==> src/rtl/div_iter_if.sv <==
// Handshake/operand bundle between the EX stage and the iterative divider.
interface div_iter_if #(
  parameter int WIDTH = 32
);
  logic               start_i;
  logic               annul_i;
  logic               signed_i;
  logic [WIDTH-1:0]   opdata1_i;
  logic [WIDTH-1:0]   opdata2_i;
  logic [2*WIDTH-1:0] result_o;
  logic               ready_o;
  logic               busy_o;
  logic               div_zero_o;

  modport master (
    output start_i, annul_i, signed_i, opdata1_i, opdata2_i,
    input  result_o, ready_o, busy_o, div_zero_o
  );

  modport slave (
    input  start_i, annul_i, signed_i, opdata1_i, opdata2_i,
    output result_o, ready_o, busy_o, div_zero_o
  );
endinterface

==> src/rtl/div_iter.sv <==
// Multi-cycle radix-2 restoring divider producing {remainder, quotient}
// for the HI/LO pair. Works on magnitudes and fixes up signs when the
// result is registered on entry to END.
module div_iter #(
  parameter int WIDTH = 32,
  parameter int CNT_W = 7
) (
  input logic      clk,
  input logic      rst,
  div_iter_if.slave dif
);
  typedef enum logic [1:0] {IDLE, DIVZERO, ON, END} state_t;

  localparam logic [WIDTH-1:0] ONE  = WIDTH'(1);
  localparam logic [CNT_W-1:0] LAST = CNT_W'(WIDTH - 1);

  state_t           state;
  logic [CNT_W-1:0] cnt;
  logic [2*WIDTH-1:0] work;     // {partial remainder, dividend/quotient}
  logic [WIDTH-1:0] divisor;    // divisor magnitude
  logic             neg_q;
  logic             neg_r;

  logic [WIDTH-1:0]   op1_mag, op2_mag;
  logic [2*WIDTH:0]   shifted;
  logic               ge;
  logic [WIDTH-1:0]   diff;
  logic [2*WIDTH-1:0] work_nxt;
  logic [WIDTH-1:0]   q_raw, r_raw, q_fix, r_fix;

  // Operand magnitudes and one restoring step on the working register
  always_comb begin
    op1_mag  = (dif.signed_i && dif.opdata1_i[WIDTH-1]) ? (~dif.opdata1_i + ONE) : dif.opdata1_i;
    op2_mag  = (dif.signed_i && dif.opdata2_i[WIDTH-1]) ? (~dif.opdata2_i + ONE) : dif.opdata2_i;
    shifted  = {work, 1'b0};
    ge       = shifted[2*WIDTH:WIDTH] >= {1'b0, divisor};
    // True difference is below the divisor, so W bits hold it exactly
    diff     = shifted[2*WIDTH-1:WIDTH] - divisor;
    work_nxt = ge ? {diff, shifted[WIDTH-1:1], 1'b1} : shifted[2*WIDTH-1:0];
    q_raw    = work_nxt[WIDTH-1:0];
    r_raw    = work_nxt[2*WIDTH-1:WIDTH];
    q_fix    = neg_q ? (~q_raw + ONE) : q_raw;
    r_fix    = neg_r ? (~r_raw + ONE) : r_raw;
  end

  // Control FSM with registered outputs
  always_ff @(posedge clk) begin
    if (rst) begin
      state          <= IDLE;
      cnt            <= '0;
      work           <= '0;
      divisor        <= '0;
      neg_q          <= 1'b0;
      neg_r          <= 1'b0;
      dif.result_o   <= '0;
      dif.ready_o    <= 1'b0;
      dif.busy_o     <= 1'b0;
      dif.div_zero_o <= 1'b0;
    end else begin
      case (state)
        IDLE: begin
          if (dif.start_i && !dif.annul_i) begin
            divisor    <= op2_mag;
            work       <= {{WIDTH{1'b0}}, op1_mag};
            neg_q      <= dif.signed_i && (dif.opdata1_i[WIDTH-1] ^ dif.opdata2_i[WIDTH-1]);
            neg_r      <= dif.signed_i && dif.opdata1_i[WIDTH-1];
            cnt        <= '0;
            dif.busy_o <= 1'b1;
            state      <= (dif.opdata2_i == '0) ? DIVZERO : ON;
          end
        end
        DIVZERO: begin
          dif.busy_o <= 1'b0;
          if (dif.annul_i) begin
            state <= IDLE;
          end else begin
            state          <= END;
            dif.result_o   <= '0;
            dif.ready_o    <= 1'b1;
            dif.div_zero_o <= 1'b1;
          end
        end
        ON: begin
          if (dif.annul_i) begin
            dif.busy_o <= 1'b0;
            state      <= IDLE;
          end else begin
            work <= work_nxt;
            cnt  <= cnt + 1'b1;
            if (cnt == LAST) begin
              dif.busy_o   <= 1'b0;
              dif.result_o <= {r_fix, q_fix};
              dif.ready_o  <= 1'b1;
              state        <= END;
            end
          end
        end
        END: begin
          if (dif.annul_i || !dif.start_i) begin
            state          <= IDLE;
            dif.result_o   <= '0;
            dif.ready_o    <= 1'b0;
            dif.div_zero_o <= 1'b0;
          end
        end
        default: state <= IDLE;
      endcase
    end
  end
endmodule

==> src/flat_wrapper.sv <==
// flat-port wrapper written by rule: the top's interface ports become plain ports
module div_iter_flat 
#(
  parameter int WIDTH = 32,
  parameter int CNT_W = 7
)
  (clk, rst, dif_start_i, dif_annul_i, dif_signed_i, dif_opdata1_i, dif_opdata2_i, dif_result_o, dif_ready_o, dif_busy_o, dif_div_zero_o);
  div_iter_if #(.WIDTH(WIDTH)) dif_i ();
  input logic clk;
  input logic rst;
  input wire logic [$bits(dif_i.start_i)-1:0] dif_start_i;
  input wire logic [$bits(dif_i.annul_i)-1:0] dif_annul_i;
  input wire logic [$bits(dif_i.signed_i)-1:0] dif_signed_i;
  input wire logic [$bits(dif_i.opdata1_i)-1:0] dif_opdata1_i;
  input wire logic [$bits(dif_i.opdata2_i)-1:0] dif_opdata2_i;
  output wire logic [$bits(dif_i.result_o)-1:0] dif_result_o;
  output wire logic [$bits(dif_i.ready_o)-1:0] dif_ready_o;
  output wire logic [$bits(dif_i.busy_o)-1:0] dif_busy_o;
  output wire logic [$bits(dif_i.div_zero_o)-1:0] dif_div_zero_o;
  assign dif_i.start_i = dif_start_i;
  assign dif_i.annul_i = dif_annul_i;
  assign dif_i.signed_i = dif_signed_i;
  assign dif_i.opdata1_i = dif_opdata1_i;
  assign dif_i.opdata2_i = dif_opdata2_i;
  assign dif_result_o = dif_i.result_o;
  assign dif_ready_o = dif_i.ready_o;
  assign dif_busy_o = dif_i.busy_o;
  assign dif_div_zero_o = dif_i.div_zero_o;
  div_iter #(.WIDTH(WIDTH), .CNT_W(CNT_W)) u_core (.clk(clk), .rst(rst), .dif(dif_i));
endmodule
==> config.mk <==
export PLATFORM = sky130hd
export DESIGN_NAME = div_iter_flat
export DESIGN_NICKNAME = d
export VERILOG_FILES = /design/src/rtl/div_iter_if.sv /design/src/rtl/div_iter.sv /design/src/flat_wrapper.sv
export SDC_FILE = /design/constraint.sdc
export NUM_CORES = 1
export LEC_CHECK = 0
export BUFFER_PORTS_ARGS = -buffer_cell sky130_fd_sc_hd__buf_2
export CORE_UTILIZATION = 55
export DETAILED_ROUTE_END_ITERATION = 16
export GPL_ROUTABILITY_DRIVEN = 0
export HOLD_SLACK_MARGIN = 0.08
export PLACE_DENSITY = 0.76
export SYNTH_ARGS = -nofsm -noshare
export SYNTH_HDL_FRONTEND = slang
export SYNTH_SLANG_ARGS = --single-unit
==> constraint.sdc <==
create_clock -name clk -period 5.56 [get_ports clk]
set_input_delay 1.39 -clock clk [delete_from_list [all_inputs] [get_ports clk]]
set_output_delay 1.39 -clock clk [all_outputs]
set_load 0.005 [all_outputs]
# Word level (Yosys, flattened, before mapping)
# Cells that the tools add are included.
# op_classes
add_sub_neg	6
n_lt_le_gt_ge	1
n_eq_ne	10
n_mux	33
bitwise	5
n_reduce_logical	19
# ops
op	count
$mux W64	7
$pmux W64 S3	1
$add A32 B1 Y32 const B	4
$mux W32	4
$not A32 Y32	4
$pmux W64 S2	1
$ge A33 B32 Y1	1
$logic_not A32 Y1	1
$sub A32 B32 Y32	1
$mux W7	2
$pmux W7 S2	1
$mux W2	6
$reduce_and A3 Y1	4
$pmux W2 S4	1
$add A7 B1 Y7 const B	1
$eq A7 B5 Y1 const B	1
$mux W1	7
$ne A2 B1 Y1 const B	3
$pmux W1 S3	2
$reduce_bool A3 Y1	2
$reduce_and A5 Y1	1
$eq A2 B2 Y1 const B	2
$logic_and A1 B1 Y1	4
$ne A2 B2 Y1 const B	2
9 further kinds	11
# word_totals
register_bits	174
in_bits	69
output_inout_bits	67
wordCells	84

# Depth between registers and ports, before layout
# Gate-level depths: netlist (run 1).
# depth
ltp_word	8
ltp_mapped	21
depth_no_buf	17

# Least setup slack after synthesis (run 1)
# No wires, ideal clock.
# synth_path
path_type	register to register
start	register u_core.divisor[2]
end	register u_core.dif.result_o[60]
setup_time_ns	0.084
arrival_time_ns	4.726
required_ns	5.476
path_slack_ns	0.750
stages_incl_launch_ff	21
path_buffers	4
period_less_slack_ns	4.810
path_cell_list	dfxtp_1 -> inv_1 -> ha_1 -> buf_2 -> nand4_1 -> or4_1 -> or4_4 -> o211ai_2 -> or2_1 -> buf_6 -> buf_4 -> clkbuf_1 -> mux2i_1 -> ha_1 -> inv_1 -> nor3_1 -> o2111ai_4 -> o31ai_4 -> or4b_1 -> and3_1 -> o31ai_2
# synth_between
elab_chain_len	8
word_cells_on_any_way	9
classes_between	add/sub (2); order compare (1); mux (5); bitwise (1)
# synth_lines
item	line	rtl
start: declaration	div_iter.sv:20	logic [WIDTH-1:0] divisor;
start signal: assignment	div_iter.sv:63	divisor <= op2_mag;
$sub A32 B32 Y32 / $ge A33 B32 Y1 (equally long branches)	div_iter.sv:38, div_iter.sv:36	
$mux W64 *	div_iter.sv:39	work_nxt = ge ? {diff, shifted[WIDTH-1:1], 1'b1} : shifted[2*WIDTH-1:0];
$not A32 Y32	div_iter.sv:43	r_fix = neg_r ? (~r_raw + ONE) : r_raw;
$add A32 B1 Y32	div_iter.sv:43	
$mux W32 *	div_iter.sv:43	
$mux W64 *	div_iter.sv:90	if (cnt == LAST) begin
$mux W64 *	div_iter.sv:84	if (dif.annul_i) begin
$pmux W64 S3 *	div_iter.sv:60	case (state)
end signal: assignment	div_iter.sv:92	dif.result_o <= {r_fix, q_fix};
end: declaration	div_iter_if.sv:22	output result_o, ready_o, busy_o, div_zero_o
# Every way passes the cells marked *; elsewhere a longest branch is shown, timed or not. The select of a mux whose other input is x is not followed.
# A chain may end at the register's enable or synchronous reset.

# Worst setup path in the final report (run 1)
# layout_path
start	register u_core.divisor[26]
end	register u_core.dif.result_o[60]
# The elaborated chain is that of the path after synthesis.

==> results of run 1 <==
[state kept, by name (all words and copies together), names as in the netlist]
name / count
u_core.neg_r: 1
u_core.dif.div_zero_o: 1
u_core.divisor: 32
u_core.work: 64
u_core.dif.result_o: 64
u_core.dif.busy_o: 1
u_core.dif.ready_o: 1
u_core.state: 2
u_core.cnt: 7
u_core.neg_q: 1
[Yosys cell counts, types with 16 or more instances]
master / n
nand2_1: 215
nor2_1: 183
dfxtp_1: 174
a21oi_1: 107
o21ai_0: 86
xnor2_1: 79
clkbuf_1: 74
xor2_1: 59
inv_1: 58
a22oi_1: 56
nand3_1: 55
ha_1: 41
a31oi_1: 39
nor3_1: 39
a211oi_1: 34
o31ai_1: 18
or4_1: 17
mux2i_1: 16
[cell families (layout without fill, tap and decap cells)]
logic type / count (synthesis) / in the layout / synth area share
AO/OA/AOI/OAI: 436 / 436 / 0.246
XOR/XNOR: 138 / 138 / 0.104
adder cells (fa/ha/maj): 42 / 42 / 0.0457
buffers and inverters: 159 / 245 / 0.0545
flip-flops: 174 / 174 / 0.298
multiplexers: 21 / 21 / 0.0185
AND/OR/NAND/NOR: 603 / 603 / 0.234
[power groups by stage]
stage | Combinational [W] | Sequential, W | Clock, W
after floorplan | 0.00173 | 0.00146 | 0
after global placement | 0.00227 | 0.00149 | 0
after detailed placement | 0.00229 | 0.00150 | 0
after CTS | 0.00231 | 0.00147 | 0.00118
after global routing | 0.00257 | 0.00149 | 0.00124
final | 0.00237 | 0.00147 | 0.00118
[per-stage QoR]
step                      setup WS, ns  instances   util  total power [W]  hold WS [ns]
after floorplan                  0.750       1573      -          0.00318         0.432
after global placement           0.798       1897  0.606          0.00376         0.430
after detailed placement         0.685       1897  0.606          0.00379         0.439
after CTS                        0.594       1929  0.634          0.00496         0.457
after global routing             0.199       1929  0.634          0.00529         0.465
final                            0.498       1929  0.634          0.00502         0.451
[layout make-up]
| cell class | instances | area [um2] |
|---|---|---|
| repair buffers | 153 | 813 |
| clock buffers | 17 | 425 |
| flip-flops and latches | 174 | 3480 |
| fillers | 1868 | 7500 |
| clock inverters | 15 | 148 |
| inverters | 60 | 228 |
| multi-input cells | 1240 | 7560 |
| well taps | 270 | 338 |
[worst max-delay path, stage by stage (launching register included)]
cell       delay [ns]
dfxtp_1          0.34
inv_1            0.05
ha_1             0.45
nand3_1          0.21
or4_1            0.52
or4_4            0.44
o211ai_2         0.14
or2_2            0.40
mux2i_1          0.33
ha_1             0.23
inv_1            0.11
nor3_1           0.38
o2111ai_4        0.22
o31ai_4          0.28
or4b_1           0.49
and3_1           0.21
o31ai_2          0.16
[routing by layer]
metal	global-route usage	wire length (um)	up-vias
li1	-	-	5760
met5	0	0	-
met3	0.0574	3070	65
met1	0.450	15500	5514
met2	0.475	15100	517
met4	0.112	913	0
[worst max path at each step]
stage                                   from                      end  slack [ns]  cells past startpoint
after floorplan            u_core.divisor[2]  u_core.dif.result_o[60]        0.75                     20
after global placement    u_core.divisor[26]  u_core.dif.result_o[60]        0.80                     16
after detailed placement  u_core.divisor[26]  u_core.dif.result_o[60]        0.68                     16
after CTS                 u_core.divisor[26]  u_core.dif.result_o[60]        0.59                     16
after global routing      u_core.divisor[26]  u_core.dif.result_o[58]        0.20                     16
final                     u_core.divisor[26]  u_core.dif.result_o[60]        0.50                     16
==> metrics.md, run 1 <==
| Metric | Value |
|---|---|
| Effective utilization at floorplan | 0.569 |
| Hold Crit Depth | 2 |
| Syn nets | 1684 |
| Root buf cell | clkbuf_16 |
| Placed Area | 12400 um2 |
| Grt ovf | 0 |
| P_sw | 0.00228 W |
| Fraction of layout cells with a size suffix above 1 | 0.125 |
| Commonest non-fill, non-tap cells in the layout | 215 x nand2_1, 179 x nor2_1, 174 x dfxtp_1 |
| Nets | 1757 |
| WHS Endpoint | u_core.dif.result_o[56] |
| Sw Ratio | 0.453 |
| Worst Reg2Reg Path Length in Cells | 16 |
| Slew Limit Fails | 0 |
| HP Start | u_core.dif.result_o[56] |
| VDD IR max | 359 uV |
| Total Routing Usage GR | 0.316 |
| Resized cells post-CTS | 0 |
| Input/output buffers | 135 |
| Post-synth EDFFs | 0 |
| Total die area | 21800 um2 |
| Crit share post-route | 0.910 |
| Die Y | 148 um |
| Area Overhead vs Synth | 11.4% |
| Crit path launch type | flip-flop |
| Die width | 148 um |
| First-pass GRT wire length | 54500 um |
| Post-CTS Hold Fix Bufs | 0 |
| Ports | 136 |
| Yosys top cell area share | 0.298 |
| Total Wirelength | 34600 um |
| Top cells by area, synth | dfxtp_1 30%, nand2_1 6.9%, xnor2_1 5.9%, nor2_1 5.9%, a21oi_1 4.6% |
| Post CTS Setup Buffer Count | 0 |
| Gate power share | 0.471 |
| Crit path capture type | flip-flop |
| Setup CP Type | reg2reg |
| Vias in the first global route | 10422 |
| Reg-to-reg endpoint | u_core.dif.result_o[60] |
| DRT iter0 DRCs | 1321 |
| Core region area | 20500 um2 |
| Synthesized area | 11700 um2 |
| Final setup violating endpoints | 0 |
| Clock skew | 0.00986 ns |
| Sequential power share | 0.294 |
| Cell variety after synth | 72 |
| R2R setup slack | 0.50 ns |
| Top FF cell, synth | dfxtp_1 |
| Worst-path clk slew | 0.08 ns |
| RSZ-0062 raised after global routing | false |
| WP data required | 5.92 ns |
| Clock power share | 0.235 |
| CP arrival | 5.42 ns |
| Clock latency on the worst-skew pair | 0.44 ns |
| Mean Syn Cell Area | 7.42 um2 |
| Hold crit path type | reg2reg |
| Row cnt | 52 |
| Worst Tran Pin Value | 1.07 ns |
| Design area | 13000 um2 |
| DR pass1 iterations | 6 |
| H-Tree Level Count | 4 |
| Synth Register Bits | 174 |
| Max-Cap Viols | 0 |
| Top achievable clock speed | 198 MHz |
| # clock sinks | 174 |
| Detail Route Antenna Nets | 0 |
| Worst R2R Start | u_core.divisor[26] |
| Crit-path max FO | 16 |
| Wire per inst | 17.9 um |
| Hpwl dp | 25800 um |
| PwrDens | 386 nW/um2 |
| Seq/Total Area, Yosys | 0.298 |
| Leakage | 5.19 nW |
| Inserted Clock Buffers | 17 |
| Via-per-instance ratio | 6.15 |
| Slew headroom | 0.286 |
| Synth async-reset ratio | 0 |
| Via count | 11856 |
| Cell accounting for the most synthesized area | dfxtp_1 |
| Largest net degree at the start of global routing | 97 |
| Commonest non-fill, non-tap cell in the layout | nand2_1 |
| CTS tree | done |
| Status | finished clean |
| Post-route setup TNS | 0 ns |
| Power Internal | 0.00275 W |
| # diodes | 0 |
| Initial antenna violation count | 1 |
| Min Clock Period, post-route | 5.06 ns |
| DR DRC count | 0 |
| Mapped Cells | 1573 |
| Max Root-Sink Buffers | 2 |
| Synth warn | 0 |
| Final Hold Fails | 0 |
Power figures use the tool's default switching activity.
==> run 2, diff against run 1 <==
- clock period: 5.56 -> 4.9 ns (I/O delays scaled with it)
==> run 2 against run 1 <==
Via count is 1.0% higher. Hold slack worse by 0.0037 ns. Setup slack worse by 0.30 ns. Global-route usage is 0.16 points higher. Die area stayed put. Largest cell class unchanged. Highest routed layer unchanged.
==> metrics.md, run 2 (same netlist as run 1, synthesis figures left out) <==
| Metric | Value |
|---|---|
| # diodes | 0 (unchanged) |
| Crit share post-route | 0.960 (+0.0492) |
| Largest net degree at the start of global routing | 71 (-27%) |
| Final setup violating endpoints | 0 (unchanged) |
| Total die area | 21800 um2 (unchanged) |
| Ports | 136 (unchanged) |
| Clock power share | 0.230 (-0.005) |
| Slew headroom | 0.239 (-0.0471) |
| Worst-path clk slew | 0.08 ns (about the same) |
| Input/output buffers | 135 (unchanged) |
| Crit path launch type | flip-flop |
| Commonest non-fill, non-tap cells in the layout | 215 x nand2_1, 180 x nor2_1, 174 x dfxtp_1 |
| DRT iter0 DRCs | 1050 (-21%) |
| CP peak stage delay | 0.53 ns (about the same) |
| Root buf cell | clkbuf_16 |
| Hold Crit Depth | 2 (unchanged) |
| Max-Cap Viols | 0 (unchanged) |
| # clock sinks | 174 (unchanged) |
| Core region area | 20500 um2 (unchanged) |
| Post-route setup TNS | 0 ns (unchanged) |
| Crit-path max FO | 9 (-7) |
| Worst Tran Pin Value | 1.14 ns (+0.0690 ns) |
| Clock skew | 0.0132 ns (+0.00330 ns) |
| Worst Reg2Reg Path Length in Cells | 16 (unchanged) |
| Inserted Clock Buffers | 17 (unchanged) |
| Met1 WL | 15700 um (+1.1%) |
| Via-per-instance ratio | 6.17 (+0.40%) |
| H-Tree Level Count | 4 (unchanged) |
| Total Routing Usage GR | 0.317 (+0.00155) |
| WP data required | 5.21 ns (-0.71 ns) |
| Min Clock Period, post-route | 4.70 ns (-0.360 ns) |
| Initial antenna violation count | 0 (-1) |
| Via count | 11978 (+1.0%) |
| Bufs and invs on worst path | 1 (-1) |
| Status | finished clean |
| Die width | 148 um (unchanged) |
| Crit path capture type | flip-flop |
| Met3 WL | 3380 um (+10%) |
| Setup CP Type | reg2reg |
| DR DRC count | 0 (unchanged) |
| Die Y | 148 um (unchanged) |
| Grt ovf | 0 (unchanged) |
| Cell mode on critical path | ha_2 |
| P_sw | 0.00265 W (+16%) |
| Max Used Layer | met4 |
| Area Overhead vs Synth | 12.8% |
| Vias in the first global route | 10645 (+2.1%) |
| Power Internal | 0.00322 W (+17%) |
| Top achievable clock speed | 213 MHz (+7.6%) |
| Hpwl dp | 26400 um (+2.1%) |
| VDD IR max | 439 uV (+22%) |
| Commonest non-fill, non-tap cell in the layout | nand2_1 |
| Detail Route Antenna Nets | 0 (unchanged) |
| Sequential power share | 0.286 (-0.008) |
| Gate power share | 0.484 (+0.013) |
| Nets | 1769 (+0.68%) |
| Wire per inst | 18.0 um (+0.50%) |
| Effective utilization at floorplan | 0.569 (unchanged) |
| PwrDens | 446 nW/um2 (+15%) |
| DR pass1 iterations | 5 (-1) |
| Biggest registers after layout | u_core.dif.result_o (64), u_core.work (64), u_core.divisor (32) |
| Sw Ratio | 0.451 (-0.00213) |
| CP cell instances | ha_2, nand3_1, or4_1, or4_4, o211ai_2, or2_4, mux2i_4, ha_2, o211ai_1, nor4_2, o2111ai_4, buf_4, o41a_1, o31a_1, xnor2_1, o21ai_0 |
| Placed insts | 1905 (+0.42%) |
| Clock latency on the worst-skew pair | 0.44 ns (about the same) |
| Max Root-Sink Buffers | 2 (unchanged) |
| Fraction of layout cells with a size suffix above 1 | 0.138 (+0.0129) |
| Slew Limit Fails | 0 (unchanged) |
| Leakage | 5.26 nW (+1.3%) |
| Hold Worst Slack | 0.448 ns (-0.00373 ns) |
| Critical path's slowest cell | or4_1 |
| Total Wirelength | 35000 um (+1.1%) |
| Metal2 WL | 14700 um (-2.9%) |
| Hold crit path type | reg2reg |
| CP arrival | 5.01 ns (-0.41 ns) |
| CP delay by family, top | simple AND/OR/NAND/NOR gates |
| Finished Layout Cells | 1941 (+0.62%) |
| Final Hold Fails | 0 (unchanged) |
| WP depth | 16 (unchanged) |
| Row cnt | 52 (unchanged) |
| First-pass GRT wire length | 54800 um (+0.49%) |
| CTS tree | done |
==> run 2: cell types whose count changed in the layout (fill, tap and decap cells not counted), sizes merged <==
cell  previous run  this run
buf            153       165
==> run 2: metrics by stage <==
| stage | cell area (um2) | setup WS (ns) | util | total power [W] |
|---|---|---|---|---|
| after detailed placement | 12500 | 0.179 | 0.610 | 0.00436 |
| after global placement | 12500 | 0.277 | 0.610 | 0.00434 |
| after CTS | 13100 | 0.127 | 0.638 | 0.00570 |
| final | 13200 | 0.198 | 0.642 | 0.00587 |
| after global routing | 13200 | -0.0113 | 0.642 | 0.00619 |
| after floorplan | 11700 | 0.0896 | - | 0.00361 |
==> run 2: what timing repair did <==
| action | 4_1_cts | 5_1_grt |
|---|---|---|
| gates resized for setup | 0 | 16 |
| endpoints found under the setup margin | 0 | 11 |
| buffers inserted | 0 | 4 |
| hold buffers | 0 | 0 |
==> run 2: cell type report <==
cell class | count | area, um2
sequential | 174 | 3480
timing repair buffer | 165 | 916
clock buffer | 17 | 425
fill | 1880 | 7330
clock inverter | 15 | 150
multi-input combinational | 1240 | 7620
tap | 270 | 338
inverter | 60 | 228
==> run 2: final timing paths <==
| kind | from | endpoint | slack [ns] |
|---|---|---|---|
| worst max register to register | u_core.work[58] | u_core.dif.result_o[62] | 0.20 |
| worst min register to register | u_core.dif.result_o[48] | u_core.dif.result_o[48] | 0.45 |
| worst min-delay path | u_core.dif.result_o[48] | u_core.dif.result_o[48] | 0.45 |
| worst max-delay path | u_core.work[58] | u_core.dif.result_o[62] | 0.20 |
==> run 2: layer usage <==
metal	track usage	vias to the layer above
li1	-	5781
met1	0.439	5509
met2	0.467	578
met3	0.0840	110
met4	0.126	0
met5	0	-
==> run 2: worst min-delay path, stage by stage, from the launching register on <==
cell and delay [ns]:
dfxtp_1 0.33, nand2_1 0.04, o21ai_0 0.05
==> run 2: power groups by stage <==
stage          clock (W)  combinational, W  sequential, W
2_1_floorplan          0           0.00196        0.00165
3_3_place_gp           0           0.00264        0.00170
3_5_place_dp           0           0.00266        0.00170
4_1_cts          0.00135           0.00268        0.00167
5_1_grt          0.00141           0.00309        0.00169
6_report         0.00135           0.00284        0.00168
==> run 3, diff against run 2 <==
- ABC_AREA: default -> 1
- PLACE_DENSITY: 0.76 -> 0.75
- SKIP_LAST_GASP: default -> 1
==> run 3 against run 2 <==
Power grew 31%. Via count grew 16%. Register-to-register slack gained 0.36 ns. Setup slack gained 0.36 ns. Clock skew shrank 0.0028 ns. First-iteration DRC count grew 8.6%. Design area grew 6.6%. Area after synthesis grew 8.2%. Fmax grew 8.3%. Final cell count grew 27%. Flip-flop and latch count is the same. Critical path type unchanged.
==> metrics.md, run 3 <==
| Metric | Value |
|---|---|
| Ports | 136 (unchanged) |
| Post-synth EDFFs | 0 (unchanged) |
| Hold Crit Depth | 2 (unchanged) |
| Die Y | 154 um (+4.0%) |
| Synth warn | 0 (unchanged) |
| Top cells by area, synth | dfxtp_1 28%, nand2_1 18%, inv_1 8.2%, a21oi_1 7.6%, nand3_1 6.3% |
| Crit path capture type | flip-flop |
| Crit path launch type | flip-flop |
| Synth Register Bits | 174 (unchanged) |
| Final Hold Fails | 0 (unchanged) |
| Top achievable clock speed | 230 MHz (+8.3%) |
| Via-per-instance ratio | 5.61 (-9.1%) |
| Post-CTS Hold Fix Bufs | 0 (unchanged) |
| Reg-to-reg endpoint | u_core.dif.result_o[30] |
| Commonest non-fill, non-tap cell in the layout | nand2_1 |
| CTS tree | done |
| Vias in the first global route | 12480 (+17%) |
| Min Clock Period, post-route | 4.34 ns (-0.360 ns) |
| Inserted Clock Buffers | 17 (unchanged) |
| WHS Endpoint | u_core.dif.result_o[63] |
| PwrDens | 548 nW/um2 (+23%) |
| Via count | 13852 (+16%) |
| Wire per inst | 15.2 um (-16%) |
| Resized cells post-CTS | 0 (unchanged) |
| Commonest non-fill, non-tap cells in the layout | 619 x nand2_1, 276 x inv_1, 192 x a21oi_1 |
| Most frequent cell after synthesis | nand2_1 |
| Max-Cap Viols | 0 (unchanged) |
| Sw Ratio | 0.515 (+0.0639) |
| Cell variety after synth | 49 (-32%) |
| Cell accounting for the most synthesized area | dfxtp_1 |
| Leakage | 6.98 nW (+33%) |
| Total Routing Usage GR | 0.318 (+0.000322) |
| Hold Worst Slack | 0.462 ns (+0.0145 ns) |
| Top FF cell, synth | dfxtp_1 |
| Critical path's slowest cell | ha_1 |
| Clock power share | 0.180 (-0.050) |
| Gate power share | 0.596 (+0.112) |
| DR pass1 iterations | 7 (+2) |
| First-pass GRT wire length | 60600 um (+11%) |
| Post CTS Setup Buffer Count | 0 (unchanged) |
| Leading cell types by count after synthesis | 621 x nand2_1, 276 x inv_1, 192 x a21oi_1 |
| Worst-path clk slew | 0.07 ns (about the same) |
| Hold crit path type | reg2reg |
| Detail Route Antenna Nets | 0 (unchanged) |
| DRT iter0 DRCs | 1140 (+8.6%) |
| Mapped Cells | 2085 (+33%) |
| Sequential power share | 0.224 (-0.062) |
| Input/output buffers | 135 (unchanged) |
| DR DRC count | 0 (unchanged) |
| Synthesized area | 12600 um2 (+8.2%) |
| Row cnt | 55 (+5.8%) |
| Biggest registers after layout | u_core.dif.result_o (64), u_core.work (64), u_core.divisor (32) |
| Area Overhead vs Synth | 11.1% |
| Hpwl dp | 28400 um (+7.8%) |
| Clock skew | 0.0104 ns (-0.00279 ns) |
| Max Root-Sink Buffers | 2 (unchanged) |
| Worst Reg2Reg Path Length in Cells | 28 (+12) |
| VDD IR max | 549 uV (+25%) |
| Slew Limit Fails | 0 (unchanged) |
| Crit-path max FO | 31 (+22) |
| Total Wirelength | 37500 um (+7.1%) |
| P_sw | 0.00396 W (+50%) |
| Crit share post-route | 0.886 (-0.0734) |
| CP arrival | 4.70 ns (-0.31 ns) |
| Power Internal | 0.00373 W (+16%) |
| Syn nets | 2196 (+30%) |
| Clock latency on the worst-skew pair | 0.43 ns (about the same) |
| Post-route setup TNS | 0 ns (unchanged) |
| Synth async-reset ratio | 0 (unchanged) |
| Worst R2R Start | u_core.divisor[2] |
| # clock sinks | 174 (unchanged) |
| Setup CP Type | reg2reg |
| Initial antenna violation count | 0 (unchanged) |
| Largest net degree at the start of global routing | 88 (+24%) |
| RSZ-0062 raised after global routing | false |
| Final setup violating endpoints | 0 (unchanged) |
| Fraction of layout cells with a size suffix above 1 | 0.114 (-0.0237) |
| # diodes | 0 (unchanged) |
| Total die area | 23600 um2 (+8.1%) |
| R2R setup slack | 0.56 ns (+0.36 ns) |
| CP delay by family, top | simple AND/OR/NAND/NOR gates |
| Slew headroom | 0.321 (+0.0817) |
| Worst Tran Pin Value | 1.01 ns (-0.127 ns) |
| HP Start | u_core.dif.result_o[63] |
| H-Tree Level Count | 4 (unchanged) |
| Nets | 2285 (+29%) |
| Mean Syn Cell Area | 6.06 um2 (-18%) |
| WP data required | 5.26 ns (+0.05 ns) |
| Effective utilization at floorplan | 0.559 (-0.0101) |
| Bufs and invs on worst path | 3 (+2) |
| Core region area | 22600 um2 (+10%) |
| Seq/Total Area, Yosys | 0.276 (-0.0226) |
| CP peak stage delay | 0.37 ns (-0.16 ns) |
| Yosys top cell area share | 0.276 (-0.0226) |
| Status | finished clean |
| Grt ovf | 0 (unchanged) |
| Root buf cell | clkbuf_16 |
| Cell mode on critical path | nand2_1 |
| Die width | 154 um (+4.0%) |
run 3: worst min-delay path, delay by kind of cell, from the launching register on:
family | cells | cell delay (ns)
simple gates | 1 | 0.06
compound gates | 1 | 0.05
flops | 1 | 0.31
run 3: kinds of logic (layout without fill, tap and decap cells):
family                     after synthesis  count (layout)  share of synthesized area
DFF                                    174             174                      0.276
xor gates and xnor gates                51              51                     0.0354
adders and majority gates               42              42                     0.0422
and+or+nand+nor                       1083            1083                      0.371
buffers and inverters                  367             467                      0.113
AOI/OAI and AO/OA                      368             368                      0.162
run 3: final cells by class:
| class | instances | area, um2 |
|---|---|---|
| clock inverters | 12 | 150 |
| clock buffers | 18 | 429 |
| repair buffers | 148 | 788 |
| fillers | 2183 | 8540 |
| inverters | 289 | 1080 |
| well taps | 285 | 357 |
| flip-flops and latches | 174 | 3480 |
| multi-input cells | 1544 | 7740 |
run 3: worst max path at each step:
stage | from | to | slack [ns] | depth (start not counted)
floorplan | u_core.divisor[20] | u_core.dif.result_o[30] | 1.43 | 29
global placement | u_core.divisor[3] | u_core.dif.result_o[30] | 0.90 | 28
detailed placement | u_core.divisor[3] | u_core.dif.result_o[30] | 0.79 | 28
CTS | u_core.divisor[3] | u_core.dif.result_o[30] | 0.70 | 28
global route | u_core.divisor[8] | u_core.dif.result_o[30] | 0.13 | 28
finish | u_core.divisor[2] | u_core.dif.result_o[30] | 0.56 | 28
run 3: metrics by stage:
| stage | util | cell area, um2 | instances | power (W) | worst slack, ns |
|---|---|---|---|---|---|
| floorplan | - | 12600 | 2085 | 0.00515 | 1.43 |
| global placement | 0.596 | 13400 | 2440 | 0.00614 | 0.903 |
| detailed placement | 0.596 | 13400 | 2440 | 0.00620 | 0.787 |
| CTS | 0.622 | 14000 | 2470 | 0.00760 | 0.701 |
| global route | 0.622 | 14000 | 2470 | 0.00829 | 0.127 |
| finish | 0.622 | 14000 | 2470 | 0.00768 | 0.557 |
run 3: power by group through the flow:
stage          Combinational (W)  Sequential, W  Clock, W
6_report                 0.00458        0.00172   0.00138
5_1_grt                  0.00510        0.00174   0.00145
4_1_cts                  0.00448        0.00172   0.00140
3_5_place_dp             0.00446        0.00175         0
3_3_place_gp             0.00440        0.00174         0
2_1_floorplan            0.00343        0.00171         0
run 3: per-layer routing:
layer,part of all wire,global-route usage,vias up,wire length [um]
met1,0.43,0.415,6239,16200
met2,0.45,0.515,594,16900
li1,-,-,6910,-
met5,0,0,-,0
met4,0.040,0.151,0,1510
met3,0.076,0.0471,109,2860
